`config.mk`:
```
export PLATFORM = sky130hd
export DESIGN_NAME = mem_req_arbiter
export DESIGN_NICKNAME = d
export VERILOG_FILES = /design/src/rtl/mem_arb_pkg.sv /design/src/rtl/rr_arbiter.sv /design/src/rtl/mem_req_arbiter.sv
export SDC_FILE = /design/constraint.sdc
export NUM_CORES = 1
export LEC_CHECK = 0
export ABC_AREA = 1
export CAP_MARGIN = 20
export CORE_AREA = 2 2 171 173
export CTS_CLUSTER_SIZE = 25
export DETAILED_ROUTE_END_ITERATION = 8
export DIE_AREA = 0 0 173 175
export PLACE_DENSITY = 0.75
export SYNTH_ARGS = -nofsm -noshare
export SYNTH_HDL_FRONTEND = slang
export SYNTH_HIERARCHICAL = 1
export SYNTH_SLANG_ARGS = --single-unit
```
`constraint.sdc`:
```
create_clock -name clk -period 3 [get_ports clk]
set_clock_uncertainty 0.05 [all_clocks]
set_input_delay 0.45 -clock clk [delete_from_list [all_inputs] [get_ports clk]]
set_output_delay 0.45 -clock clk [all_outputs]
set_load 0.005 [all_outputs]
```
`src/rtl/mem_arb_pkg.sv`:
```
// Shared constants and helpers for the memory request arbiter.
package mem_arb_pkg;

   localparam logic RW_READ  = 1'b0;
   localparam logic RW_WRITE = 1'b1;

   // Ceiling log2 with a floor of 1 so a 1-bit index always exists.
   function automatic int clog2(input int n);
      int r;
      r = 1;
      for (int k = 1; k < 31; k++) begin
         if ((1 << r) < n) r = r + 1;
      end
      return r;
   endfunction

   // Cache id = {requester index, local tag}; generic 16-bit form.
   function automatic logic [15:0] id_pack(input int idx, input int tag, input int tag_w);
      return 16'((idx << tag_w) | tag);
   endfunction

   function automatic int id_idx(input logic [15:0] id, input int tag_w);
      return int'(id >> tag_w);
   endfunction

   function automatic int id_tag(input logic [15:0] id, input int tag_w);
      return int'(id & 16'((1 << tag_w) - 1));
   endfunction

endpackage

```
`src/rtl/rr_arbiter.sv`:
```
// Stateless round-robin pick: first eligible requester at or after the pointer.
module rr_arbiter #(
   parameter int N     = 4,
   parameter int IDX_W = 2
)(
   input  logic [N-1:0]     i_elig,
   input  logic [IDX_W-1:0] i_ptr,
   output logic [N-1:0]     o_grant,
   output logic [IDX_W-1:0] o_idx,
   output logic             o_any
);

   // Scan N slots starting at the pointer, wrapping, and keep the first hit.
   always_comb begin : p_pick
      int j;
      j       = 0;
      o_grant = '0;
      o_idx   = '0;
      o_any   = 1'b0;
      for (int k = 0; k < N; k++) begin
         j = int'(i_ptr) + k;
         if (j >= N) j = j - N;
         if (!o_any && i_elig[j]) begin
            o_grant[j] = 1'b1;
            o_idx      = IDX_W'(j);
            o_any      = 1'b1;
         end
      end
   end

endmodule

```
`src/rtl/mem_req_arbiter.sv`:
```
// Shares one cache port among NUM_REQ requesters: round-robin grant into a single
// registered request stage, per-requester outstanding-read limit, response steering.
// Cache handshake: a request moves to the cache on a clock edge where valid_out=1 and
// stall_in=0; while stalled the staged request holds unchanged. Responses are never
// back-pressured: rready_in=1 means rdata_in/rid_in are valid this cycle.
module mem_req_arbiter
   import mem_arb_pkg::*;
#(
   parameter int NUM_REQ = 4,
   parameter int TAG_W   = 4,
   parameter int MAX_OUT = 4,
   parameter int ADDR_W  = 32,
   parameter int DATA_W  = 32,
   localparam int REQ_W  = clog2(NUM_REQ),
   localparam int CID_W  = REQ_W + TAG_W
)(
   input  logic                      clk,
   input  logic                      reset,
   input  logic [NUM_REQ-1:0]        req_valid,
   input  logic [NUM_REQ-1:0]        req_rw,
   input  logic [NUM_REQ*ADDR_W-1:0] req_addr,
   input  logic [NUM_REQ*DATA_W-1:0] req_data,
   input  logic [NUM_REQ*TAG_W-1:0]  req_tag,
   output logic [NUM_REQ-1:0]        req_grant,
   output logic [ADDR_W-1:0]         addr_out,
   output logic [DATA_W-1:0]         data_out,
   output logic                      rw_out,
   output logic                      valid_out,
   output logic [CID_W-1:0]          id_out,
   input  logic                      stall_in,
   input  logic [DATA_W-1:0]         rdata_in,
   input  logic [CID_W-1:0]          rid_in,
   input  logic                      rready_in,
   output logic [NUM_REQ-1:0]        rsp_valid,
   output logic [DATA_W-1:0]         rsp_data,
   output logic [TAG_W-1:0]          rsp_tag,
   output logic                      err_out
);

   localparam int                CNT_W    = clog2(MAX_OUT + 1);
   localparam logic [CNT_W-1:0]  MAX_C    = CNT_W'(MAX_OUT);
   localparam logic [REQ_W-1:0]  LAST_IDX = REQ_W'(NUM_REQ - 1);

   logic [REQ_W-1:0]   r_ptr;
   logic               r_valid;
   logic               r_rw;
   logic [ADDR_W-1:0]  r_addr;
   logic [DATA_W-1:0]  r_data;
   logic [CID_W-1:0]   r_id;
   logic [CNT_W-1:0]   r_cnt [NUM_REQ];
   logic [NUM_REQ-1:0] r_rsp_valid;
   logic [DATA_W-1:0]  r_rsp_data;
   logic [TAG_W-1:0]   r_rsp_tag;
   logic               r_err;

   logic               w_stage_free;
   logic [NUM_REQ-1:0] w_elig;
   logic [NUM_REQ-1:0] w_elig_q;
   logic [NUM_REQ-1:0] w_grant;
   logic [REQ_W-1:0]   w_gidx;
   logic               w_any;
   logic [ADDR_W-1:0]  w_sel_addr;
   logic [DATA_W-1:0]  w_sel_data;
   logic [TAG_W-1:0]   w_sel_tag;
   logic               w_sel_rw;
   logic [REQ_W-1:0]   w_rsp_idx;
   logic [TAG_W-1:0]   w_rsp_tag;
   logic               w_rsp_ok;
   logic [NUM_REQ-1:0] w_rsp_onehot;
   logic [NUM_REQ-1:0] w_inc;
   logic [NUM_REQ-1:0] w_dec;

   assign w_stage_free = !r_valid || !stall_in;

   // Eligibility: writes are posted, reads need headroom in their counter.
   always_comb begin
      w_elig = '0;
      for (int i = 0; i < NUM_REQ; i++) begin
         w_elig[i] = req_valid[i] && ((req_rw[i] == RW_WRITE) || (r_cnt[i] < MAX_C));
      end
   end

   assign w_elig_q = w_stage_free ? w_elig : '0;

   rr_arbiter #(
      .N     (NUM_REQ),
      .IDX_W (REQ_W)
   ) u_rr (
      .i_elig  (w_elig_q),
      .i_ptr   (r_ptr),
      .o_grant (w_grant),
      .o_idx   (w_gidx),
      .o_any   (w_any)
   );

   // The grant is forced low while reset is held so requesters never see a phantom capture.
   assign req_grant = reset ? w_grant : '0;

   // Mux out the granted requester's fields.
   always_comb begin
      w_sel_addr = '0;
      w_sel_data = '0;
      w_sel_tag  = '0;
      w_sel_rw   = RW_READ;
      for (int i = 0; i < NUM_REQ; i++) begin
         if (w_grant[i]) begin
            w_sel_addr = req_addr[i*ADDR_W +: ADDR_W];
            w_sel_data = req_data[i*DATA_W +: DATA_W];
            w_sel_tag  = req_tag[i*TAG_W +: TAG_W];
            w_sel_rw   = req_rw[i];
         end
      end
   end

   // Response decode; an index beyond NUM_REQ is only possible for non power-of-2 counts.
   assign w_rsp_idx = rid_in[CID_W-1 -: REQ_W];
   assign w_rsp_tag = rid_in[TAG_W-1:0];
   assign w_rsp_ok  = {{(32-REQ_W){1'b0}}, w_rsp_idx} < 32'(NUM_REQ);

   // Per-requester counter up/down strobes.
   always_comb begin
      w_rsp_onehot = '0;
      w_inc        = '0;
      w_dec        = '0;
      for (int i = 0; i < NUM_REQ; i++) begin
         w_rsp_onehot[i] = (w_rsp_idx == REQ_W'(i));
         w_inc[i]        = w_grant[i] && (req_rw[i] == RW_READ);
         w_dec[i]        = rready_in && w_rsp_ok && w_rsp_onehot[i];
      end
   end

   // Round-robin pointer: advance past the winner, hold when nothing is granted.
   always_ff @(posedge clk or negedge reset) begin
      if (!reset) begin
         r_ptr <= '0;
      end else if (w_any) begin
         r_ptr <= (w_gidx == LAST_IDX) ? '0 : w_gidx + REQ_W'(1);
      end
   end

   // Request stage: load on grant, empty when free with no grant, hold while stalled.
   always_ff @(posedge clk or negedge reset) begin
      if (!reset) begin
         r_valid <= 1'b0;
         r_rw    <= RW_READ;
         r_addr  <= '0;
         r_data  <= '0;
         r_id    <= '0;
      end else if (w_stage_free) begin
         if (w_any) begin
            r_valid <= 1'b1;
            r_rw    <= w_sel_rw;
            r_addr  <= w_sel_addr;
            r_data  <= w_sel_data;
            r_id    <= {w_gidx, w_sel_tag};
         end else begin
            r_valid <= 1'b0;
         end
      end
   end

   // Outstanding-read counters; simultaneous grant and response cancel out.
   always_ff @(posedge clk or negedge reset) begin
      if (!reset) begin
         for (int i = 0; i < NUM_REQ; i++) r_cnt[i] <= '0;
      end else begin
         for (int i = 0; i < NUM_REQ; i++) begin
            if (w_inc[i] && !w_dec[i] && (r_cnt[i] != MAX_C)) begin
               r_cnt[i] <= r_cnt[i] + CNT_W'(1);
            end else if (!w_inc[i] && w_dec[i] && (r_cnt[i] != '0)) begin
               r_cnt[i] <= r_cnt[i] - CNT_W'(1);
            end
         end
      end
   end

   // Response registers: one-cycle strobe to the owner, sticky error on a bad index.
   always_ff @(posedge clk or negedge reset) begin
      if (!reset) begin
         r_rsp_valid <= '0;
         r_rsp_data  <= '0;
         r_rsp_tag   <= '0;
         r_err       <= 1'b0;
      end else begin
         r_rsp_valid <= '0;
         if (rready_in) begin
            if (w_rsp_ok) begin
               r_rsp_valid <= w_rsp_onehot;
               r_rsp_data  <= rdata_in;
               r_rsp_tag   <= w_rsp_tag;
            end else begin
               r_err <= 1'b1;
            end
         end
      end
   end

   assign valid_out = r_valid;
   assign rw_out    = r_rw;
   assign addr_out  = r_addr;
   assign data_out  = r_data;
   assign id_out    = r_id;
   assign rsp_valid = r_rsp_valid;
   assign rsp_data  = r_rsp_data;
   assign rsp_tag   = r_rsp_tag;
   assign err_out   = r_err;

endmodule
```
-- Yosys cells after proc, flatten, opt, wreduce, memory -nomap -nowiden
Cells that the tools add are included.
- logic and storage cells: 188
- flip-flop bits (word level): 126
- bits of input ports: 322
- output and inout bits: 117
- reduce and logical (&&, ||, !) cells: 63
- bitwise logic cells: 7
- magnitude comparators: 16
- $add $sub $neg: 16
- muxes and demuxes: 65
- equality and inequality tests: 8
- operators with widths (kind ; count):
    $mux W32 ; 12
    $ge A32 B1 Y1 const B ; 4
    $lt A32 B4 Y1 const B ; 4
    $ge A32 B4 Y1 const B ; 3
    $sub A32 B4 Y32 const B ; 3
    $mux W4 ; 11
    $logic_and A1 B1 Y1 ; 35
    $mux W3 ; 8
    $mux W1 ; 21
    $logic_not A1 Y1 ; 13
    $add A3 B1 Y3 const B ; 4
    $lt A3 B3 Y1 const B ; 4
    $ne A3 B3 Y1 const B ; 4
    $or A4 B4 Y4 ; 3
    $reduce_bool A3 Y1 ; 4
    $sub A3 B1 Y3 const B ; 4
    $mux W2 ; 5
    $bmux W1 S2 ; 4
    $demux W1 S2 ; 4
    $reduce_bool A2 Y1 ; 4
    $add A2 B2 Y3 const B ; 2
    $eq A2 B2 Y1 const B ; 3
    $logic_or A1 B1 Y1 ; 5
    $not A1 Y1 ; 4
    other kinds (7) ; 7

-- Depth between registers and ports, before layout
Gate-level depths: netlist (run 1).
- depth in word-level cells: 23
- gate-level depth with buffers: 22

-- Cells and area by module
Netlist (run 1), hierarchy kept.
- by module, submodules not included (module ; area an instance (µm²) ; cells each ; instances):
    mem_req_arbiter ; 7485.9 ; 999 ; 1
    rr_arbiter ; 478.0 ; 77 ; 1

-- Worst setup path before layout (run 1)
No wires, ideal clock.
- kind: input-to-reg
- from: input stall_in
- to: register r_cnt[5] (netlist bit)
- library setup time: 0.117 ns
- stages: 21
- arrival time: 2.780 ns
- setup slack: 0.053 ns
- cell sequence: nand2_2 -> clkbuf_1 -> nand2_1 -> a21oi_1 -> inv_1 -> nand2_1 -> nand2_1 -> nand2_1 -> nand2_2 -> inv_2 -> nand3_1 -> nand3_1 -> buf_2 -> inv_2 -> nor2_1 -> nand3_1 -> fa_1 -> nand2_1 -> nand2_1 -> nand2_1 -> nand2_1
- cells in the longest elaborated chain, start to end: 21
- elaborated cells between the ends (all ways): 39
- RTL lines (item ; RTL line ; RTL):
    start: declaration ; mem_req_arbiter.sv:30 ; input logic stall_in,
    $logic_not A1 Y1 (*) ; mem_req_arbiter.sv:73 ; assign w_stage_free = !r_valid || !stall_in;
    $logic_or A1 B1 Y1 (*) ; mem_req_arbiter.sv:73 ;
    $mux W4 (*) ; mem_req_arbiter.sv:83 ; assign w_elig_q = w_stage_free ? w_elig : '0;
    named net w_elig_q[1] ; mem_req_arbiter.sv:58 ; logic [NUM_REQ-1:0] w_elig_q;
    $bmux W1 S2 ; rr_arbiter.sv:23 ; if (!o_any && i_elig[j]) begin
    $mux W1 (not written as such) (2 in series) ; rr_arbiter.sv:23 ;
    $mux W1 ; rr_arbiter.sv:23 ;
    $logic_not A1 Y1 ; rr_arbiter.sv:23 ;
    [... 5 more ...] ; - ;
    $logic_not A1 Y1 ; rr_arbiter.sv:23 ;
    $logic_and A1 B1 Y1 ; rr_arbiter.sv:23 ;
    $mux W4 (*) ; rr_arbiter.sv:23 ;
    named net w_grant[2] ; mem_req_arbiter.sv:59 ; logic [NUM_REQ-1:0] w_grant;
    $logic_and A1 B1 Y1 (*) ; mem_req_arbiter.sv:127 ; w_inc[i] = w_grant[i] && (req_rw[i] == RW_READ);
    $logic_not A1 Y1 ; mem_req_arbiter.sv:170 ; end else if (!w_inc[i] && w_dec[i] && (r_cnt[i] != '0)) begin
    $logic_and A1 B1 Y1 (2 in series) ; mem_req_arbiter.sv:170 ;
    $reduce_bool A2 Y1 (no source line) ; - ;
    end signal: indexed assignment ; mem_req_arbiter.sv:169 ; r_cnt[i] <= r_cnt[i] + CNT_W'(1);
    end signal: indexed assignment ; mem_req_arbiter.sv:171 ; r_cnt[i] <= r_cnt[i] - CNT_W'(1);
    end: declaration ; mem_req_arbiter.sv:50 ; logic [CNT_W-1:0] r_cnt [NUM_REQ];
Mark *: on every way through the listed nets, which the timed path passes. The rest lies on a longest branch. The select of a mux whose other input is x is not followed.
A chain may end at the register's enable or synchronous reset.

-- Worst setup path in the final report (run 1)
- from: register r_valid, in the netlist valid_out
- to: output req_grant[0]
- cells in the longest elaborated chain, start to end: 17
- elaborated cells between the ends (all ways): 32
- RTL lines (item ; RTL line ; RTL):
    start: declaration ; mem_req_arbiter.sv:45 ; logic r_valid;
    start signal: assignment ; mem_req_arbiter.sv:144 ; r_valid <= 1'b0;
    start signal: assignment ; mem_req_arbiter.sv:151 ; r_valid <= 1'b1;
    start signal: assignment ; mem_req_arbiter.sv:157 ; r_valid <= 1'b0;
    $logic_not A1 Y1 (*) ; mem_req_arbiter.sv:73 ;
    $logic_or A1 B1 Y1 (*) ; mem_req_arbiter.sv:73 ;
    $mux W4 (*) ; mem_req_arbiter.sv:83 ;
    named net w_elig_q[1] ; mem_req_arbiter.sv:58 ;
    $bmux W1 S2 ; rr_arbiter.sv:23 ;
    $mux W1 (not written as such) (2 in series) ; rr_arbiter.sv:23 ;
    $mux W1 ; rr_arbiter.sv:23 ;
    $logic_not A1 Y1 ; rr_arbiter.sv:23 ;
    [... 2 more ...] ; - ;
    $logic_not A1 Y1 ; rr_arbiter.sv:23 ;
    $logic_and A1 B1 Y1 ; rr_arbiter.sv:23 ;
    $mux W1 ; rr_arbiter.sv:23 ;
    $logic_not A1 Y1 ; rr_arbiter.sv:23 ;
    $logic_and A1 B1 Y1 ; rr_arbiter.sv:23 ;
    $mux W4 (*) ; rr_arbiter.sv:23 ;
    named net w_grant[0] ; mem_req_arbiter.sv:59 ;
    $mux W4 (*) ; mem_req_arbiter.sv:97 ; assign req_grant = reset ? w_grant : '0;
    end: declaration ; mem_req_arbiter.sv:24 ; output logic [NUM_REQ-1:0] req_grant,
Marked as above.

==> results of run 1 <==
layout make-up:
class | instances | area [um^2]
fillers | 2722 | 14600
clock inverters | 15 | 188
repair buffers | 504 | 4980
multi-input cells | 827 | 4360
flip-flops and latches | 126 | 3150
clock buffers | 17 | 425
well taps | 384 | 480
inverters | 42 | 160
state kept, by name (all words and copies together), names as in the netlist, 2 cells and up:
name       count
r_ptr          2
rsp_tag        4
id_out         6
addr_out      32
data_out      32
r_cnt         12
rsp_data      32
rsp_valid      4
worst max path at each step:
stage / start / to / depth (start not counted)
2_1_floorplan: stall_in / r_cnt[5]$_DFFE_PN0P_ / 21
3_3_place_gp: stall_in / addr_out[6]$_DFFE_PN0P_ / 17
3_5_place_dp: stall_in / addr_out[6]$_DFFE_PN0P_ / 17
4_1_cts: r_cnt[2]$_DFFE_PN0P_ / req_grant[2] / 14
5_1_grt: r_ptr[1]$_DFFE_PN0P_ / req_grant[0] / 12
6_report: valid_out$_DFFE_PN0N_ / req_grant[0] / 14
power groups by stage:
stage / clock network (mW) / logic, mW / registers, mW
global placement: 0 / 11.1 / 2.73
global route: 2.31 / 12.9 / 2.81
CTS: 2.23 / 11.5 / 2.73
detailed placement: 0 / 11.4 / 2.75
finish: 2.18 / 11.6 / 2.73
floorplan: 0 / 6.77 / 2.76
metrics by stage:
stage | hold WS [ps] | utilization (%) | setup TNS [ps] | cells | setup WS (ps)
3_3_place_gp | 349 | 45.8 | -9110 | 1877 | -289
3_5_place_dp | 349 | 45.8 | -16400 | 1877 | -350
2_1_floorplan | 104 | - | 0 | 1076 | 53.5
6_report | 293 | 48.4 | 0 | 1915 | 90.8
5_1_grt | 286 | 48.4 | -104 | 1915 | -48.0
4_1_cts | 275 | 48.3 | 0 | 1913 | 5.84
worst max-delay path: stages, from the launching register on:
cell and delay (ps):
dfrtp_2 460, nand2_4 100, nand2_1 70, a21oi_2 140
inv_1 80, nand2_2 100, nand3_4 120, nand2_4 130
nor2_4 50, buf_4 150, nand4_1 130, nand3_4 130
nand2_2 70, inv_1 40, clkdlybuf4s15_1 210
layout by cell type (no fill, tap or decap), types with 4 or more instances in the layout:
cell type	instances
nand2_2	12
buf_12	9
clkbuf_16	17
mux2_2	38
o21ai_0	84
o21ai_1	55
fa_1	4
nand3_1	30
nand3_4	5
clkdlybuf4s50_1	430
nor2_1	8
nand4_1	7
nand2_1	409
ha_1	8
inv_8	8
inv_1	36
buf_4	57
a21oi_2	7
a21oi_1	72
dfrtp_1	125
o211ai_1	69
inv_2	5
metal layers:
layer	wire, um	GRT usage, %	vias up
met1	13100	24.7	4376
met5	16	0	-
li1	-	-	4482
met4	845	7.42	2
met3	2190	5.24	57
met2	16500	37.6	396
timing repair:
| item | CTS | global route |
|---|---|---|
| endpoints found under the setup margin | 4 | 6 |
| pin swaps | 7 | 3 |
| hold buffers | 1 | 0 |
| gates cloned | 1 | 0 |
| buffers inserted | 2 | 2 |
| gates resized for setup | 22 | 12 |
| hold endpoints to repair | 36 | 0 |
logic make-up after synthesis:
| kind of cell | after synthesis | synth area share [%] |
|---|---|---|
| simple gates | 478 | 24.1 |
| compound gates | 293 | 20.7 |
| flops | 126 | 39.6 |
| buf+inv | 124 | 7.40 |
| mux | 38 | 5.37 |
| fa+ha+maj | 13 | 2.42 |
| xor+xnor | 3 | 0.330 |
| other cells | 1 | 0.0471 |
==> results.yml, run 1 <==
pwr:
  p_clk_share_pct: 13.2
  seqPwrFrac_pct: 16.6
  p_leak_nw: 5.94
  switchingPower_mw: 8.12
  combPwrFrac_pct: 70.2
  vdd_drop_max_mv: 0.766
  powerDensity_nw_per_um2: 1200
  p_int_mw: 8.36
  power_mw: 16.5
  swShare_pct: 49.3
route:
  via_per_inst: 4.86
  routed_wl_um: 32600
  remaining_drc_errors: 0
  antenna_left: 0
  first_pass_iters: 6
  vias: 9313
  wl_per_cell_um: 17.0
  drtIter0Drc: 490
logic_synthesis:
  ys_seq_elements: 126
  synth_nets: 1411
  synth_top_area_share_pct: 39.6
  synth_edf_count: 0
  synth_async_sr_flop_share_pct: 100
  synthTopCellsByArea: "dfrtp_1 (40%), nand2_1 (20%), o211ai_1 (6.5%)"
  synth_cells: 1076
  synth_common_cells: "nand2_1 (414), dfrtp_1 (126), o21ai_0 (85)"
  ys_seq_area_share_pct: 39.6
  synth.distinct_cells: 30
  netlist_area_um2: 7960
  synthFlopType: "dfrtp_1"
  post-synth-top-count-cell: "nand2_1"
  synth.largest_area_cell: "dfrtp_1"
  syn_area_per_cell_um2: 7.40
  ys_warn_count: 6
job:
  maxCapViolCount: 0
clock_tree:
  clk_latency_ps: 420
  cts_buffer_depth: 2
  cts_inserted_buffers: 17
  cts_tree: "done"
  path_clk_slew_ps: 70
  cts_num_sinks: 126
  htree_num_levels: 4
  ctsRootBufferMaster: "clkbuf_16"
worst_hold_path:
  hold_path_end: "rsp_valid[1]$_DFF_PN0_"
  min_path_type: "input pin to register"
  min_delay_path_depth: 3
  hp-start: "rready_in"
setup_path:
  worstPathArrival_ps: 2410
  r2r_slack_ps: 110
  r2r_end: "addr_out[6]$_DFFE_PN0P_"
  path_max_fanout: 6
  endpoint_kind: "output pin"
  reg2reg_from: "r_ptr[1]$_DFFE_PN0P_"
  crit_required_ps: 2500
  path_class: "register to output pin"
  worstRegToRegCells: 15
  cp-start-kind: "register"
timing:
  hold_viol_final: 0
  post-route-period-util_pct: 97.0
  fin_crit_ps: 2910
  tightest_slew_ps: 622
  fmax_mhz: 344
  drv_slew: 0
  relSlewSlack_pct: 58.5
  finalSetupViolations: 0
final_layout:
  drive_above_1_share_pct: 11.8
  final_nets: 1853
  fin_area_um2: 13700
  area_delta_synth_final_pct: 72.6
  antennaDiodeCount: 0
placed_design:
  place_area_um2: 13000
  port_buffers: 437
  gp_congestion: 0.880
  hpwl_um: 24800
grt:
  overflow: 0
  antenna_found_initial: 1
  grt_pass1_vias: 9247
  grt_usage_pct: 21.1
  grt_max_degree: 48
  grt_pass1_wl_um: 50600
outcome:
  status: "complete, no violations"
floorplan:
  fp.dieW_um: 173
  dieArea_um2: 30300
  rows: 62
  core_area_um2: 28400
  start_util_pct: 28.0
  ioPinCount: 439
  die_y_um: 175
(Power assumes the default switching activity.)
==> inputs of run 2 (changes only) <==
--- a/config.mk
+++ b/config.mk
@@ -11,7 +11,7 @@
 export CTS_CLUSTER_SIZE = 25
 export DETAILED_ROUTE_END_ITERATION = 8
 export DIE_AREA = 0 0 173 175
-export PLACE_DENSITY = 0.75
+export PLACE_DENSITY = 0.62
 export SYNTH_ARGS = -nofsm -noshare
 export SYNTH_HDL_FRONTEND = slang
 export SYNTH_HIERARCHICAL = 1
==> run 2 against run 1 <==
Against the previous run:
- non-clock buffer count down 9
- global-route usage up 0.95 points
- worst setup slack better by 120 ps
- clock-buffer cell count up 1
- via count down 2.8%
- die area unchanged
- sequential power about the same
- flip-flop and latch count unchanged
- sequential share of layout area up 0.12 points
- largest power group unchanged
==> results.yml, run 2 (synthesis gave the netlist of run 1 again) <==
clock_tree:
  cts_num_sinks: 126
  cts_inserted_buffers: 17
  path_clk_slew_ps: 60
  htree_num_levels: 4
  ctsRootBufferMaster: "clkbuf_16"
  cts_tree: "done"
  cts_buffer_depth: 2
  clk_latency_ps: 420
final_layout:
  final_common_cell: "clkdlybuf4s50_1"
  area_delta_synth_final_pct: 71.6
  fin_cells: 1908
  fin_area_um2: 13700
  drive_above_1_share_pct: 10.8
  final_nets: 1844
  final_cell_mix: "clkdlybuf4s50_1 (431), nand2_1 (413), dfrtp_1 (126)"
timing:
  finalSetupViolations: 0
  drv_slew: 0
  fin_crit_ps: 2790
  fmax_mhz: 358
  tightest_slew_ps: 793
  hold_viol_final: 0
  rsz0062_at_grt: "no"
  post-route-period-util_pct: 93.0
  relSlewSlack_pct: 47.1
grt:
  overflow: 0
  grt_pass1_wl_um: 52000
  antenna_found_initial: 2
  grt_pass1_vias: 8989
  grt_usage_pct: 22.1
  grt_max_degree: 65
pwr:
  powerDensity_nw_per_um2: 1190
  vdd_drop_max_mv: 0.870
  p_leak_nw: 5.88
setup_path:
  crit_required_ps: 2500
  cp_slowest_stage_delay_ps: 460
  cp-start-kind: "input pin"
  path_class: "input pin to output pin"
  path_max_fanout: 6
  endpoint_kind: "output pin"
  cp_num_buf_inv: 4
  crit_top_cell: "nand2_1"
  path_cells: "clkdlybuf4s50_1 -> nand2_4 -> nand2_1 -> a21oi_2 -> inv_1 -> nand2_1 -> nand3_4 -> nand2_8 -> nor2_4 -> a21oi_2 -> nand3_4 -> nand2_1 -> inv_1 -> clkbuf_2"
  cp_top_family: "simple AND/OR/NAND/NOR gates"
  crit_slowest_cell: "clkdlybuf4s50_1"
  worstPathArrival_ps: 2290
route:
  via_per_inst: 4.75
  drtIter0Drc: 569
  first_pass_iters: 4
  vias: 9056
  remaining_drc_errors: 0
  routed_wl_um: 34000
  antenna_left: 0
  wl_per_cell_um: 17.8
floorplan:
  start_util_pct: 28.0
  core_area_um2: 28400
  die_y_um: 175
  rows: 62
  ioPinCount: 439
  dieArea_um2: 30300
  fp.dieW_um: 173
job:
  maxCapViolCount: 0
placed_design:
  port_buffers: 437
  gp_congestion: 0.875
  hpwl_um: 25400
  dp.cells: 1870
  place_area_um2: 13000
outcome:
  status: "complete, no violations"
worst_hold_path:
  min_path_type: "input pin to register"
## run 2: changes by cell type in the layout (fill, tap and decap cells not counted), sizes merged
cell           previous run  this run
diode                     0         2
clkdlybuf4s50           430       431
clkinvlp                  0         2
clkbuf                   18        22
clkinv                    3         1
bufinv                    1         2
clkdlybuf4s15             1         0
inv                      53        51
buf                      68        59
dlygate4sd2               3         0
## run 2: timing repair
item,4_1_cts,5_1_grt
resized for setup,14,12
hold buffers,1,0
buffers inserted,2,0
cloned,1,0
pin swaps,2,1
endpoints found under the setup margin,4,6
endpoints found under the hold margin,17,0
## run 2: cell type report
| class | count | area, um^2 |
|---|---|---|
| fillers | 2753 | 14700 |
| repair buffers | 495 | 4930 |
| multi-input cells | 827 | 4330 |
| flip-flops and latches | 126 | 3150 |
| well taps | 384 | 480 |
| clock buffers | 18 | 439 |
| clock inverters | 14 | 170 |
| inverters | 42 | 160 |
| diodes | 2 | 5.00 |
## run 2: report_power, final
part | internal, mW | switching, mW
Combinational | 4.66 | 6.61
Sequential | 2.36 | 0.370
Clock | 1.28 | 0.920
## run 2: worst min-delay path, stage by stage
cell	delay, ps
buf_2	150
nand2_1	70
nor2_1	50
## run 2: path summary, 6_finish.rpt
kind | from | end | slack [ps] | cells after the start
worst max-delay path | stall_in | req_grant[0] | 210 | 14
worst min-delay path | rready_in | rsp_valid[0]$_DFF_PN0_ | 300 | 3
worst max register to register | r_ptr[1]$_DFFE_PN0P_ | r_cnt[8]$_DFFE_PN0P_ | 270 | 17
worst min register to register | addr_out[31]$_DFFE_PN0P_ | addr_out[31]$_DFFE_PN0P_ | 430 | 2
max in group asynchronous | reset | addr_out[27]$_DFFE_PN0P_ | 1430 | 3
min in group asynchronous | reset | r_cnt[0]$_DFFE_PN0P_ | 400 | 2
## run 2: layer usage
| layer | vias to the layer above | share of wire, % | global-route usage (%) |
|---|---|---|---|
| li1 | 4477 | - | - |
| met1 | 4203 | 41 | 25.9 |
| met2 | 340 | 50 | 39.3 |
| met3 | 36 | 7.2 | 6.22 |
| met4 | 0 | 2.0 | 6.32 |
| met5 | - | 0 | 0 |
## run 2: stage by stage
step	setup TNS [ps]	hold slack, ps	setup slack (ps)	util [%]	total power, mW
final	0	298	209	48.1	16.2
after global routing	0	310	23.6	48.1	17.8
after CTS	0	274	51.5	48.1	16.3
after detailed placement	-11370	275	-287	45.7	14.0
after global placement	-5980	267	-234	45.7	13.8
after floorplan	0	104	53.5	-	9.52
==> inputs of run 3 (changes only) <==
--- a/config.mk
+++ b/config.mk
@@ -11,6 +11,7 @@
 export CTS_CLUSTER_SIZE = 25
 export DETAILED_ROUTE_END_ITERATION = 8
 export DIE_AREA = 0 0 173 175
+export MAX_ROUTING_LAYER = met4
 export PLACE_DENSITY = 0.62
 export SYNTH_ARGS = -nofsm -noshare
 export SYNTH_HDL_FRONTEND = slang
==> run 3 against run 2 <==
Against the previous run:
- combinational power hardly changed
- largest power group unchanged
- maximum frequency fell by 0.37%
- total power down 0.16%
- largest cell class unchanged
- flip-flop and latch count is the same
==> results.yml, run 3 (synthesis gave the netlist of run 1 again) <==
worst_hold_path:
  min_path_type: "input pin to register"
  hold_path_end: "rsp_valid[0]$_DFF_PN0_"
  min_delay_path_depth: 3
  hp-start: "rready_in"
clock_tree:
  ctsRootBufferMaster: "clkbuf_16"
  htree_num_levels: 4
  clk_latency_ps: 420
  cts_buffer_depth: 2
  cts_inserted_buffers: 17
  cts_num_sinks: 126
  path_clk_slew_ps: 60
  cts_tree: "done"
route:
  drtIter0Drc: 613
  remaining_drc_errors: 0
  via_per_inst: 4.76
  vias: 9088
  routed_wl_um: 34000
  first_pass_iters: 4
  antenna_left: 0
  wl_per_cell_um: 17.8
floorplan:
  rows: 62
  core_area_um2: 28400
  die_y_um: 175
  fp.dieW_um: 173
  dieArea_um2: 30300
  start_util_pct: 28.0
  ioPinCount: 439
setup_path:
  r2r_slack_ps: 250
  crit_slowest_cell: "clkdlybuf4s50_1"
  worstRegToRegCells: 17
  r2r_end: "r_cnt[8]$_DFFE_PN0P_"
  cp-start-kind: "input pin"
  endpoint_kind: "output pin"
  path_depth: 14
  cp_num_buf_inv: 4
  worstPathArrival_ps: 2300
  path_class: "input pin to output pin"
  cp_slowest_stage_delay_ps: 460
  crit_required_ps: 2500
  path_cells: "clkdlybuf4s50_1 -> nand2_4 -> nand2_1 -> a21oi_2 -> inv_1 -> nand2_1 -> nand3_4 -> nand2_8 -> nor2_4 -> a21oi_2 -> nand3_4 -> nand2_1 -> inv_1 -> clkbuf_2"
  path_max_fanout: 6
  crit_top_cell: "nand2_1"
  cp_top_family: "simple AND/OR/NAND/NOR gates"
  reg2reg_from: "r_ptr[1]$_DFFE_PN0P_"
placed_design:
  post-place-ws_ps: -287
  gp_congestion: 0.890
  hpwl_um: 25400
  port_buffers: 437
final_layout:
  area_delta_synth_final_pct: 71.6
  final_cell_mix: "clkdlybuf4s50_1 (431), nand2_1 (413), dfrtp_1 (126)"
  final_common_cell: "clkdlybuf4s50_1"
  final_nets: 1844
  drive_above_1_share_pct: 10.8
  filler_cell_count: 2753
  final_core_util_pct: 48.1
pwr:
  p_leak_nw: 5.88
  vdd_drop_max_mv: 0.858
  powerDensity_nw_per_um2: 1180
  power_mw: 16.2
timing:
  drv_slew: 0
  rsz0062_at_grt: "no"
  relSlewSlack_pct: 47.4
  fin_crit_ps: 2800
  hold_viol_final: 0
  tightest_slew_ps: 789
  final_critical_path_setup_slack_ps: 199
  fmax_mhz: 357
  finalSetupViolations: 0
  post-route-period-util_pct: 93.4
grt:
  grt_usage_pct: 22.7
  grt_pass1_vias: 9004
  grt_pass1_wl_um: 51900
  grt_max_degree: 65
  antenna_found_initial: 2
  overflow: 0
outcome:
  status: "complete, no violations"
job:
  maxCapViolCount: 0
-- run 3: routing by layer --
metal,GRT usage (%),part of all wire (%),up-vias
met2,39.4,50,338
met5,-,0,-
met3,5.72,6.6,35
met4,6.00,1.9,0
li1,-,-,4482
met1,26.2,41,4233
-- run 3: worst max-delay path by stage --
stage | start | to
finish | stall_in | req_grant[0]
global route | r_ptr[1]$_DFFE_PN0P_ | r_cnt[8]$_DFFE_PN0P_
CTS | r_cnt[2]$_DFFE_PN0P_ | req_grant[0]
detailed placement | stall_in | r_cnt[5]$_DFFE_PN0P_
global placement | req_rw[3] | req_grant[0]
floorplan | stall_in | r_cnt[5]$_DFFE_PN0P_
-- run 3: worst reg2reg max path, cell delays in order (launching register included) --
cell and delay [ps]:
dfrtp_1 360, inv_2 90, ha_1 380, inv_1 110, nand2_1 90, nand2_2 100
nor2_4 170, nand4_1 170, nand3_4 100, buf_4 150, nand2_1 70, inv_1 60
nand3_2 90, fa_1 390, nand2_1 100, nand2_1 50, nand2_1 50, nand2_1 50
-- run 3: stage by stage --
step,std cells,cell area (um^2),hold slack [ps],setup TNS [ps]
floorplan,1076,7960,104,0
global placement,1870,13000,267,-5980
detailed placement,1870,13000,275,-11370
CTS,1906,13700,274,0
global route,1908,13700,310,0
finish,1908,13700,294,0
-- run 3: layout make-up --
type / instances / area (um^2) / share of cell area (%)
Inverter: 42 / 160 / 1.17
Clock buffer: 18 / 439 / 3.21
Timing Repair Buffer: 495 / 4930 / 36.0
Clock inverter: 14 / 170 / 1.24
Antenna cell: 2 / 5.00 / 0.0366
Sequential cell: 126 / 3150 / 23.1
Multi-Input combinational cell: 827 / 4330 / 31.7
Tap cell: 384 / 480 / 3.52
-- run 3: repair_timing --
| item | in CTS | in global routing |
|---|---|---|
| endpoints found under the setup margin | 4 | 6 |
| hold endpoints to repair | 17 | 0 |
| hold buffers | 1 | 0 |
| setup buffers | 2 | 0 |
| cloned | 1 | 0 |
| pin swaps | 2 | 1 |
| resized for setup | 14 | 12 |
-- run 3: power breakdown --
group / leakage [nW] / switching [mW] / total (mW) / internal, mW
logic: 4.03 / 6.59 / 11.2 / 4.66
clock network: 0.295 / 0.915 / 2.20 / 1.28
registers: 1.56 / 0.368 / 2.73 / 2.36
